==> config.mk <==
export PLATFORM = sky130hd
export DESIGN_NAME = atm_session_ctrl
export DESIGN_NICKNAME = d
export VERILOG_FILES = /design/src/rtl/atm_session_ctrl.sv
export SDC_FILE = /design/constraint.sdc
export NUM_CORES = 1
export LEC_CHECK = 0
export CAP_MARGIN = 10
export CELL_PAD_IN_SITES_DETAIL_PLACEMENT = 0
export CELL_PAD_IN_SITES_GLOBAL_PLACEMENT = 1
export CORE_MARGIN = 2
export CORE_UTILIZATION = 36
export CTS_CLUSTER_SIZE = 16
export DETAILED_ROUTE_END_ITERATION = 8
export PLACE_DENSITY_LB_ADDON = 0.1
export SYNTH_ARGS = -nofsm -noshare
export SYNTH_HDL_FRONTEND = slang
export SYNTH_SLANG_ARGS = --single-unit
==> constraint.sdc <==
create_clock -name clk -period 3.6 [get_ports clk]
set_clock_uncertainty 0.15 [all_clocks]
set_input_delay 0.9 -clock clk [delete_from_list [all_inputs] [get_ports clk]]
set_output_delay 0.9 -clock clk [all_outputs]
set_load 0.01 [all_outputs]
==> src/rtl/atm_session_ctrl.sv <==
// atm_session_ctrl
// Clocked session sequencer placed in front of the combinational account/PIN
// authenticator. It latches the card number, runs FIND, accepts a PIN, runs
// AUTHENTICATE, counts failed PIN tries, locks accounts out and issues deAuth
// pulses whenever an open or half-open session is torn down.
//
// Optional build macro: SESSION_TIMEOUT_EN
//   defined   -> an idle counter in WAIT_PIN/ACTIVE forces a logout after
//                TIMEOUT_CYCLES idle cycles
//   undefined -> sessions end only on logout, lockout or rst
module atm_session_ctrl #(
   parameter int SETTLE_CYCLES  = 2,
   parameter int MAX_TRIES      = 3,
   parameter int TIMEOUT_CYCLES = 1000
) (
   input  logic        clk,
   input  logic        rst,
   input  logic        card_valid,
   input  logic [15:0] card_acc,
   input  logic        pin_valid,
   input  logic [15:0] pin_in,
   input  logic        logout,
   input  logic        auth_ok,
   input  logic [3:0]  auth_idx,
   output logic [15:0] auth_acc,
   output logic [15:0] auth_pin,
   output logic        auth_action,
   output logic        auth_deauth,
   output logic        session_active,
   output logic [3:0]  session_index,
   output logic        card_rejected,
   output logic        pin_rejected,
   output logic        locked_out,
   output logic [2:0]  tries_left
);

   localparam int CNT_W        = (SETTLE_CYCLES > 1) ? $clog2(SETTLE_CYCLES) : 1;
   localparam int NUM_ACCOUNTS = 10;

   typedef enum logic [2:0] {
      ST_IDLE     = 3'd0,
      ST_FIND     = 3'd1,
      ST_WAIT_PIN = 3'd2,
      ST_CHECK    = 3'd3,
      ST_ACTIVE   = 3'd4
   } state_t;

   // Lock bit of an account index; indices outside the table are never locked
   function automatic logic lock_lookup(input logic [NUM_ACCOUNTS-1:0] map,
                                        input logic [3:0] idx);
      logic hit;
      hit = 1'b0;
      for (int i = 0; i < NUM_ACCOUNTS; i++) begin
         if (idx == 4'(i)) begin
            hit = map[i];
         end
      end
      return hit;
   endfunction

   // Lock bitmap with the bit of one account index set
   function automatic logic [NUM_ACCOUNTS-1:0] lock_set(input logic [NUM_ACCOUNTS-1:0] map,
                                                        input logic [3:0] idx);
      logic [NUM_ACCOUNTS-1:0] res;
      res = map;
      for (int i = 0; i < NUM_ACCOUNTS; i++) begin
         if (idx == 4'(i)) begin
            res[i] = 1'b1;
         end
      end
      return res;
   endfunction

   state_t                  state_r, state_s;
   logic [CNT_W-1:0]        cnt_r, cnt_s;
   logic [3:0]              idx_r, idx_s;
   logic [NUM_ACCOUNTS-1:0] lock_r, lock_s;
   logic [15:0]             auth_acc_s, auth_pin_s;
   logic                    auth_action_s, auth_deauth_s;
   logic                    session_active_s;
   logic [3:0]              session_index_s;
   logic                    card_rejected_s, pin_rejected_s, locked_out_s;
   logic [2:0]              tries_left_s;
   logic                    settle_done_s;
   logic                    timeout_s;
   logic                    end_req_s;

   // The authenticator result is trusted only after SETTLE_CYCLES stable cycles
   assign settle_done_s = (cnt_r == CNT_W'(SETTLE_CYCLES - 1));

   // A timeout ends a waiting session exactly like a user logout
   assign end_req_s = logout | timeout_s;

`ifdef SESSION_TIMEOUT_EN
   logic [31:0] idle_cnt_r, idle_cnt_s;

   // Timeout fires when the idle counter reaches its limit in a waiting state
   always_comb begin
      timeout_s = 1'b0;
      if (((state_r == ST_WAIT_PIN) || (state_r == ST_ACTIVE)) &&
          (idle_cnt_r == 32'(TIMEOUT_CYCLES - 1))) begin
         timeout_s = 1'b1;
      end else begin
         timeout_s = 1'b0;
      end
   end

   // Idle counter restarts on any state change or keypad PIN entry
   always_comb begin
      idle_cnt_s = 32'd0;
      if ((state_s != state_r) || pin_valid) begin
         idle_cnt_s = 32'd0;
      end else if ((state_r == ST_WAIT_PIN) || (state_r == ST_ACTIVE)) begin
         idle_cnt_s = idle_cnt_r + 32'd1;
      end else begin
         idle_cnt_s = 32'd0;
      end
   end

   // Idle counter register
   always_ff @(posedge clk) begin
      if (rst) begin
         idle_cnt_r <= 32'd0;
      end else begin
         idle_cnt_r <= idle_cnt_s;
      end
   end
`else
   assign timeout_s = 1'b0;
`endif

   // Next-state and next-output decode of the session sequencer
   always_comb begin
      state_s          = state_r;
      cnt_s            = cnt_r;
      idx_s            = idx_r;
      lock_s           = lock_r;
      auth_acc_s       = auth_acc;
      auth_pin_s       = auth_pin;
      auth_action_s    = auth_action;
      session_active_s = session_active;
      session_index_s  = session_index;
      tries_left_s     = tries_left;
      auth_deauth_s    = 1'b0;
      card_rejected_s  = 1'b0;
      pin_rejected_s   = 1'b0;
      locked_out_s     = 1'b0;

      case (state_r)
         ST_IDLE: begin
            if (card_valid) begin
               state_s       = ST_FIND;
               auth_acc_s    = card_acc;
               auth_action_s = 1'b0;
               cnt_s         = '0;
            end else begin
               state_s = ST_IDLE;
            end
         end

         ST_FIND: begin
            if (logout) begin
               state_s       = ST_IDLE;
               auth_deauth_s = 1'b1;
            end else if (settle_done_s) begin
               if (!auth_ok) begin
                  card_rejected_s = 1'b1;
                  state_s         = ST_IDLE;
               end else if (lock_lookup(lock_r, auth_idx)) begin
                  card_rejected_s = 1'b1;
                  locked_out_s    = 1'b1;
                  state_s         = ST_IDLE;
               end else begin
                  idx_s        = auth_idx;
                  tries_left_s = 3'(MAX_TRIES);
                  state_s      = ST_WAIT_PIN;
               end
            end else begin
               cnt_s = cnt_r + CNT_W'(1);
            end
         end

         ST_WAIT_PIN: begin
            if (end_req_s) begin
               state_s       = ST_IDLE;
               auth_deauth_s = 1'b1;
            end else if (pin_valid) begin
               state_s       = ST_CHECK;
               auth_pin_s    = pin_in;
               auth_action_s = 1'b1;
               cnt_s         = '0;
            end else begin
               state_s = ST_WAIT_PIN;
            end
         end

         ST_CHECK: begin
            if (logout) begin
               state_s       = ST_IDLE;
               auth_deauth_s = 1'b1;
            end else if (settle_done_s) begin
               if (auth_ok && (auth_idx == idx_r)) begin
                  session_active_s = 1'b1;
                  session_index_s  = idx_r;
                  state_s          = ST_ACTIVE;
               end else if (tries_left <= 3'd1) begin
                  tries_left_s  = 3'd0;
                  lock_s        = lock_set(lock_r, idx_r);
                  locked_out_s  = 1'b1;
                  auth_deauth_s = 1'b1;
                  state_s       = ST_IDLE;
               end else begin
                  tries_left_s   = tries_left - 3'd1;
                  pin_rejected_s = 1'b1;
                  state_s        = ST_WAIT_PIN;
               end
            end else begin
               cnt_s = cnt_r + CNT_W'(1);
            end
         end

         ST_ACTIVE: begin
            if (end_req_s) begin
               auth_deauth_s    = 1'b1;
               session_active_s = 1'b0;
               session_index_s  = 4'd0;
               state_s          = ST_IDLE;
            end else begin
               state_s = ST_ACTIVE;
            end
         end

         default: begin
            state_s = ST_IDLE;
         end
      endcase

      // Leaving a session never leaves the account or PIN on the bus
      if ((state_s == ST_IDLE) && (state_r != ST_IDLE)) begin
         auth_acc_s    = 16'd0;
         auth_pin_s    = 16'd0;
         auth_action_s = 1'b0;
      end else begin
         auth_action_s = auth_action_s;
      end
   end

   // State and registered outputs
   always_ff @(posedge clk) begin
      if (rst) begin
         state_r        <= ST_IDLE;
         cnt_r          <= '0;
         idx_r          <= 4'd0;
         lock_r         <= '0;
         auth_acc       <= 16'd0;
         auth_pin       <= 16'd0;
         auth_action    <= 1'b0;
         auth_deauth    <= 1'b0;
         session_active <= 1'b0;
         session_index  <= 4'd0;
         card_rejected  <= 1'b0;
         pin_rejected   <= 1'b0;
         locked_out     <= 1'b0;
         tries_left     <= 3'(MAX_TRIES);
      end else begin
         state_r        <= state_s;
         cnt_r          <= cnt_s;
         idx_r          <= idx_s;
         lock_r         <= lock_s;
         auth_acc       <= auth_acc_s;
         auth_pin       <= auth_pin_s;
         auth_action    <= auth_action_s;
         auth_deauth    <= auth_deauth_s;
         session_active <= session_active_s;
         session_index  <= session_index_s;
         card_rejected  <= card_rejected_s;
         pin_rejected   <= pin_rejected_s;
         locked_out     <= locked_out_s;
         tries_left     <= tries_left_s;
      end
   end

endmodule

; ---- Word level (Yosys, flattened, before mapping)
; Index checks and enable logic that the tools add are counted.
[word_totals]
register_bits = 63
latch_bits = 0
ram_bits = 0
rom_bits = 0
inputBits = 42
output_inout_bits = 45
elab_cells = 170
memories = 0
[classes]
n_addsub = 2
multipliers = 0
n_div = 0
n_lt_le_gt_ge = 1
n_eq_ne = 36
shifts = 0
n_mux = 69
bitwise_logic = 6
n_reduce_logical = 33
[ops]
columns = op, n
row1 = 6-bit AND reduction, 10
row2 = 3-bit two-way mux, 14
row3 = 1-bit two-way mux, 39
row4 = "4-bit by 3-bit == test with 1-bit output, second input constant", 8
row5 = "2-bit != test, second input constant", 13
row6 = "4-bit by 2-bit == test with 1-bit output, second input constant", 4
row7 = "4-bit == test, second input constant", 4
row8 = 4-bit two-way mux, 4
row9 = 3-bit case mux with 5 select lines, 1
row10 = 5-bit AND reduction, 3
row11 = "4-bit by 1-bit == test with 1-bit output, second input constant", 2
row12 = 4-bit zero test, 2
row13 = 2-bit two-way mux, 4
row14 = 1-bit case mux with 2 select lines, 4
row15 = 4-bit case mux with 2 select lines, 1
row16 = 8-bit AND reduction, 1
row17 = "3-bit by 2-bit == test with 1-bit output, second input constant", 2
row18 = 3-bit zero test, 2
row19 = 1-bit inverter, 6
row20 = 3-bit case mux with 2 select lines, 1
row21 = 2-bit nonzero test, 3
row22 = 3-bit nonzero test, 2
row23 = 5-bit OR reduction, 1
row24 = 4-bit == test, 1
row25 = other kinds (13), 15

; ---- Depth between registers and ports, before layout
; Gate-level depths: netlist of run 1.
[logic_depth]
depth_word = 23
depth_mapped = 8
mapped_depth_nobuf = 7

; ---- Least setup slack after synthesis of run 1
; OpenSTA, ideal clock, no wires.
[synth_path]
path_type = input port to flip-flop
startpoint = input logout
endpoint = register lock_r[4]
setup_ns = 0.092
arrival_ns = 2.341
required_ns = 3.358
setup_slack_ns = 1.017
stages = 7
path_buffers = 1
path_cell_list = buf_2 nand2b_4 nor2_2 o21ai_2 or2_1 or4b_4 o32ai_1
[synth_between]
elab_chain_len = 2
[synth_rtl]
columns = element, line_no
row1 = from (decl), 22  ; input logic logout,
row2 = 1-bit inverter (no source line), --
row3 = 6-bit AND reduction (no source line), --
row4 = to (signal assigned), 269  ; lock_r <= lock_s;
row5 = to (decl), 77  ; logic [NUM_ACCOUNTS-1:0] lock_r, lock_s;
; Every way passes these cells.
; A chain may end at the register's enable or synchronous reset.

; ---- Final worst setup path of run 1
[layout_path]
startpoint = input auth_idx[3]
endpoint = register auth_pin[7]
[layout_between]
elab_chain_len = 23
elab_cells_between_ends = 37
cone_classes = eq/ne (10) / mux (22) / reduce/logical (5)
[layout_rtl]
columns = element, line_no
row1 = from (decl), 24  ; input logic [3:0] auth_idx,
row2 = 4-bit zero test, 54  ; if (idx == 4'(i)) begin
row3 = 1-bit two-way mux (10 in a row), 54
row4 = 1-bit two-way mux, 166  ; if (!auth_ok) begin
row5 = 1-bit two-way mux, 165  ; end else if (settle_done_s) begin
row6 = 1-bit two-way mux, 162  ; if (logout) begin
row7 = 1-bit two-way mux, 149  ; case (state_r)
row8 = 2-bit two-way mux, 169  ; end else if (lock_lookup(lock_r, auth_idx)) begin
row9 = 2-bit two-way mux, 166
row10 = 3-bit two-way mux, 165
row11 = 3-bit two-way mux, 162
row12 = 3-bit case mux with 5 select lines (*), 149
row13 = 3-bit zero test (*), 239  ; if ((state_s == ST_IDLE) && (state_r != ST_IDLE)) begin
row14 = 1-bit logical AND (*), 239
row15 = 2-bit OR reduction (no source line) (*), --
row16 = to (signal assigned), 271  ; auth_pin <= auth_pin_s;
row17 = to (decl), 26  ; output logic [15:0] auth_pin,
; Mark *: on every way between the ends. The rest lies on a longest branch, timed or not. The select of a mux whose other input is x is not followed.

==> flow_summary.json, run 1 <==
{
  "status": "finished clean",
  "synthCells": 328,
  "first_global_vias": 2408,
  "clock_path_buffers": 2,
  "layout.nets": 460,
  "synth_top_area_cell": "dfxtp_1",
  "end_kind": "register",
  "place_hpwl_mm": 4.98,
  "drt-pass1-iter-count": 4,
  "seq_area_sq_um": 1260,
  "hold_path.class": "reg2reg",
  "hold-worst-slack_ns": 0.304,
  "cts_tree": "yes",
  "areaGrowthSynthToFinish_pct": 42.2,
  "maxCapViolCount": 0,
  "period_share_pct": 84.1,
  "viasPerCell": 4.83,
  "dieArea_sq_um": 8240,
  "remaining_drc_errors": 0,
  "ys_seq_area_share_pct": 46.5,
  "die_width_microns": 90.8,
  "rows": 31,
  "drive_above_1_share_pct": 9.05,
  "fmax_mhz": 330,
  "wl_per_cell_microns": 13.5,
  "synth_compound_area_share_pct": 16.8,
  "reg2reg_slack_ns": 1.28,
  "root_buffer": "clkbuf_8",
  "period_minus_slack_ns": 3.03,
  "synth_top_flop_cell": "dfxtp_1",
  "synth_edf_count": 0,
  "netlist_top_cells_area": "dfxtp_1 (47%), nand2_1 (10%), a21oi_1 (7.4%), nor2_1 (4.4%), mux2i_1 (3.7%)",
  "syn-num-nets": 372,
  "crit_arrival_ns": 3.11,
  "synth-simple-area-share_pct": 23.9,
  "port_buffers": 86,
  "synth_fa_ha_area_share_pct": 1.29,
  "holdCritStartpoint": "auth_pin[11]",
  "path_clk_slew_ns": 0.07,
  "synth_top_family_by_area": "simple AND/OR/NAND/NOR gates",
  "rsz0062_at_grt": "false",
  "multi_input_area_sq_um": 1290,
  "fp.dieH_microns": 90.8,
  "clock_latency_ns": 0.33,
  "ys_ff_latch": 63,
  "crit_type": "in2reg",
  "holdBufCountCts": 0,
  "ir_worst_vdd_v": 0.000232,
  "synth_commonest_cells": "nand2_1 (74), dfxtp_1 (63), a21oi_1 (40)",
  "place_ws_ns": 0.211,
  "start_util_pct": 37.2,
  "gp_congestion": 0.784,
  "num_antenna_cells": 0,
  "synthMuxAreaShare_pct": 3.69,
  "antenna_found_initial": 0,
  "leakagePower_nw": 1.39,
  "rr_worst_depth": 6,
  "crit_fanout": 24,
  "grt_max_degree": 34,
  "worst_pin_slew_ns": 0.733,
  "synthesis.area_sq_um": 2710,
  "post_cts_resize_count": 0,
  "slew_headroom_pct": 51.0,
  "num_vias": 2508,
  "finalSetupTns_ns": 0,
  "hold_depth": 2,
  "num_io_pins": 87,
  "ant_nets": 0,
  "drt_iter0_drc": 73,
  "synth_xor_xnor_area_share_pct": 1.89,
  "coreArea_sq_um": 7290,
  "cts_buffers": 9,
  "overflow": 0,
  "cts_setup_buffers": 0,
  "hold_end": "auth_pin[11]",
  "ys_types": 45,
  "r2r_end": "lock_r[5]",
  "crit_required_ns": 3.68,
  "setup_ws_ns": 0.573,
  "grt_util_all_layers_pct": 17.3,
  "clock_sinks": 63,
  "h-tree-depth": 3,
  "synthArstFlopShare_pct": 0,
  "hold_viol": 0,
  "synth_top_area_share_pct": 46.5,
  "syn_avg_cell_area_sq_um": 8.27,
  "setup_viol": 0,
  "n_fill_cell": 742,
  "cp-start-kind": "primary input",
  "reg2reg_from": "state_r[1]",
  "ys_warn_count": 0,
  "routed_wl_mm": 6.98,
  "finalMaxSlewViolations": 0,
  "yosysMostFrequentCell": "nand2_1",
  "grt_first_pass_wirelength_mm": 11.6,
  "power.density_nw_per_um2": 389
}
layout by cell type, fill, tap and decap left out, types with 7 or more instances in the layout:
cell	netlist	final
clkbuf_8	0	11
nor2_1	32	32
mux2i_1	10	10
nand3_1	7	7
dfxtp_1	63	63
buf_4	3	8
clkdlybuf4s50_1	0	86
nand2_1	74	74
inv_1	12	12
a21oi_1	40	40
metal layers:
layer,up-vias,wire [microns],GRT usage [%]
met5,-,0,0
li1,1286,-,-
met1,1142,3360,23.4
met4,0,79,7.20
met3,5,466,3.42
met2,75,3080,27.0
power by group:
| group | switching [mW] | internal [mW] |
|---|---|---|
| Sequential | 0.0119 | 0.712 |
| Clock | 0.260 | 0.350 |
| Combinational | 0.0765 | 0.0898 |
cell type report:
class                           instances  area share (%)
Clock buffer                           11            3.93
Clock inverter                          4            1.17
Inverter                               12            1.17
Tap cell                               99            3.21
Sequential cell                        63            32.7
Timing Repair Buffer                   95            24.4
Multi-Input combinational cell        235            33.4
registers in the layout, summed over array words and instances (netlist names), 3 cells and up:
| register | count |
|---|---|
| auth_acc | 16 |
| auth_pin | 16 |
| lock_r | 10 |
| session_index | 4 |
| tries_left | 3 |
| state_r | 3 |
| idx_r | 4 |
per-stage QoR:
| stage | area (sq um) | power (mW) | std cells | utilization [%] |
|---|---|---|---|---|
| floorplan | 2710 | 0.816 | 328 | - |
| global placement | 3660 | 0.905 | 504 | 50.2 |
| detailed placement | 3660 | 0.907 | 504 | 50.2 |
| CTS | 3850 | 1.52 | 519 | 52.9 |
| global route | 3850 | 1.56 | 519 | 52.9 |
| finish | 3850 | 1.50 | 519 | 52.9 |
worst max-delay path: stages:
cell             delay [ns]
clkdlybuf4s50_1        0.52
or2_2                  0.34
o221ai_1               0.26
o21ai_0                0.12
a211oi_1               0.36
o21a_2                 0.32
buf_12                 0.21
a21oi_1                0.06
worst max path at each step:
stage | start | end | slack (ns)
2_1_floorplan | logout | lock_r[4] | 1.02
3_3_place_gp | auth_idx[3] | auth_pin[8] | 0.26
3_5_place_dp | auth_idx[3] | auth_pin[7] | 0.21
4_1_cts | auth_idx[3] | auth_acc[8] | 0.58
5_1_grt | auth_idx[3] | auth_pin[15] | 0.42
6_report | auth_idx[3] | auth_pin[7] | 0.57
logic make-up (layout without fill, tap and decap cells):
| family | after synthesis | in the layout |
|---|---|---|
| AND/OR/NAND/NOR | 143 | 143 |
| AO/OA/AOI/OAI | 74 | 74 |
| flip-flops | 63 | 63 |
| buffers and inverters | 30 | 122 |
| multiplexers | 10 | 10 |
| XOR/XNOR | 5 | 5 |
| adder cells (fa/ha/maj) | 3 | 3 |
(Power assumes the default switching activity.)
==> inputs of run 2 (changes only) <==
--- a/config.mk
+++ b/config.mk
@@ -9,7 +9,7 @@
 export CELL_PAD_IN_SITES_DETAIL_PLACEMENT = 0
 export CELL_PAD_IN_SITES_GLOBAL_PLACEMENT = 1
 export CORE_MARGIN = 2
-export CORE_UTILIZATION = 36
+export CORE_UTILIZATION = 33
 export CTS_CLUSTER_SIZE = 16
 export DETAILED_ROUTE_END_ITERATION = 8
 export PLACE_DENSITY_LB_ADDON = 0.1
==> constraint.sdc (replaced) <==
create_clock -name clk -period 3.2 [get_ports clk]
set_clock_uncertainty 0.15 [all_clocks]
set_input_delay 0.8 -clock clk [delete_from_list [all_inputs] [get_ports clk]]
set_output_delay 0.8 -clock clk [all_outputs]
set_load 0.01 [all_outputs]
==> flow_summary.json, run 2 (synthesized netlist as in run 1, its figures left out) <==
{
  "period_share_pct": 86.0,
  "holdBufCountCts": 0,
  "finalSetupTns_ns": 0,
  "cts_tree": "yes",
  "first_global_vias": 2222,
  "place_hpwl_mm": 4.90,
  "drive_above_1_share_pct": 9.43,
  "crit_path_top_delay_cell": "clkdlybuf4s50_1",
  "rows": 33,
  "seq_power_share_pct": 51.5,
  "worst_pin_slew_ns": 0.736,
  "reg.largest.list": "auth_acc x16, auth_pin x16, lock_r x10",
  "place_area_sq_um": 3710,
  "cp-start-kind": "primary input",
  "root_buffer": "clkbuf_8",
  "finalMaxSlewViolations": 0,
  "end_kind": "register",
  "grt_util_all_layers_pct": 15.8,
  "num_io_pins": 87,
  "power.density_nw_per_um2": 409,
  "clock_path_buffers": 2,
  "gp_congestion": 0.811,
  "grt_first_pass_wirelength_mm": 11.0,
  "multi_input_area_sq_um": 1290,
  "path_clk_slew_ns": 0.07,
  "crit_family": "compound AO/OA/AOI/OAI gates",
  "fmax_mhz": 363,
  "hold_path.class": "reg2reg",
  "antenna_found_initial": 0,
  "switching_share_pct": 25.2,
  "crit_required_ns": 3.28,
  "fp.dieH_microns": 94.6,
  "p_comb_share_pct": 12.2,
  "cp_cell_sequence": "clkdlybuf4s50_1 -> xnor2_1 -> nand3_2 -> o211a_1 -> a211oi_1 -> o21a_2 -> buf_12 -> a21oi_1",
  "p_int_mw": 1.18,
  "switching_power_uw": 398,
  "drt_iter0_drc": 68,
  "cpPeakStageDelay_ns": 0.64,
  "cts_buffers": 9,
  "num_vias": 2482,
  "coreArea_sq_um": 8090,
  "period_minus_slack_ns": 2.75,
  "p_clk_share_pct": 36.2,
  "leakagePower_nw": 1.39,
  "cts_setup_buffers": 0,
  "clock_sinks": 63,
  "post_cts_resize_count": 0,
  "drt-pass1-iter-count": 4,
  "layout_common_cells": "clkdlybuf4s50_1 (86), nand2_1 (74), dfxtp_1 (63)",
  "crit_arrival_ns": 2.83,
  "dieArea_sq_um": 8960,
  "n_fill_cell": 809,
  "hold_viol": 0,
  "num_antenna_cells": 0,
  "slew_headroom_pct": 50.4,
  "h-tree-depth": 3,
  "final_common_cell": "clkdlybuf4s50_1",
  "clock_latency_ns": 0.34,
  "rsz0062_at_grt": "false",
  "crit_type": "in2reg",
  "start_util_pct": 33.5,
  "final_cell_area_sq_um": 3860,
  "cp_num_buf_inv": 2,
  "layout.nets": 464,
  "die_width_microns": 94.6,
  "maxCapViolCount": 0,
  "status": "finished clean",
  "ir_worst_vdd_v": 0.000253,
  "grt_max_degree": 34,
  "setup_viol": 0,
  "ant_nets": 0,
  "seq_area_sq_um": 1260,
  "viasPerCell": 4.69,
  "routed_wl_mm": 6.94,
  "crit_fanout": 18,
  "overflow": 0,
  "remaining_drc_errors": 0,
  "port_buffers": 86,
  "hold-worst-slack_ns": 0.296,
  "areaGrowthSynthToFinish_pct": 42.5,
  "wl_per_cell_microns": 13.1
}
[run 2: layer usage]
metal	vias to the layer above	part of all wire (%)	GRT usage, %
met1	1123	49	22.2
met5	-	0	0
met4	0	0.99	6.88
met2	57	45	22.5
met3	6	5.6	4.39
li1	1296	-	-
[run 2: tightest hold or removal path, stage by stage, from the launching register on]
cell	delay, ns
dfxtp_1	0.31
inv_1	0.04
a21oi_1	0.05
[run 2: metrics by stage]
step           power (mW)  setup WS, ns  instances  utilization, %
3_5_place_dp         1.03        0.0912        514            45.8
3_3_place_gp         1.03         0.137        514            45.8
5_1_grt              1.66         0.267        529            47.7
4_1_cts              1.60         0.450        529            47.7
2_1_floorplan       0.918         0.717        328               -
6_report             1.58         0.447        529            47.7
[run 2: cell type report]
cell class                 count  share of cell area (%)
clock buffer                  11                    3.40
clock inverter                 4                   0.615
inverter                      12                    1.17
multi-input combinational    235                    33.3
sequential                    63                    32.6
tap                          105                    3.40
timing repair buffer          99                    25.5
[run 2: path summary, 6_finish.rpt]
path	from	end	slack [ns]	cells after the start
setup / recovery	auth_idx[2]	auth_pin[2]	0.45	8
hold / removal	lock_r[8]	lock_r[8]	0.30	2
setup reg to reg	tries_left[1]	auth_pin[2]	0.86	8
hold reg to reg	lock_r[8]	lock_r[8]	0.30	2
[run 2: power groups by stage]
| stage | clock network, mW | registers [mW] | logic, mW |
|---|---|---|---|
| finish | 0.572 | 0.814 | 0.193 |
| detailed placement | 0 | 0.832 | 0.194 |
| floorplan | 0 | 0.836 | 0.0821 |
| CTS | 0.595 | 0.813 | 0.196 |
| global placement | 0 | 0.832 | 0.194 |
| global route | 0.635 | 0.816 | 0.212 |
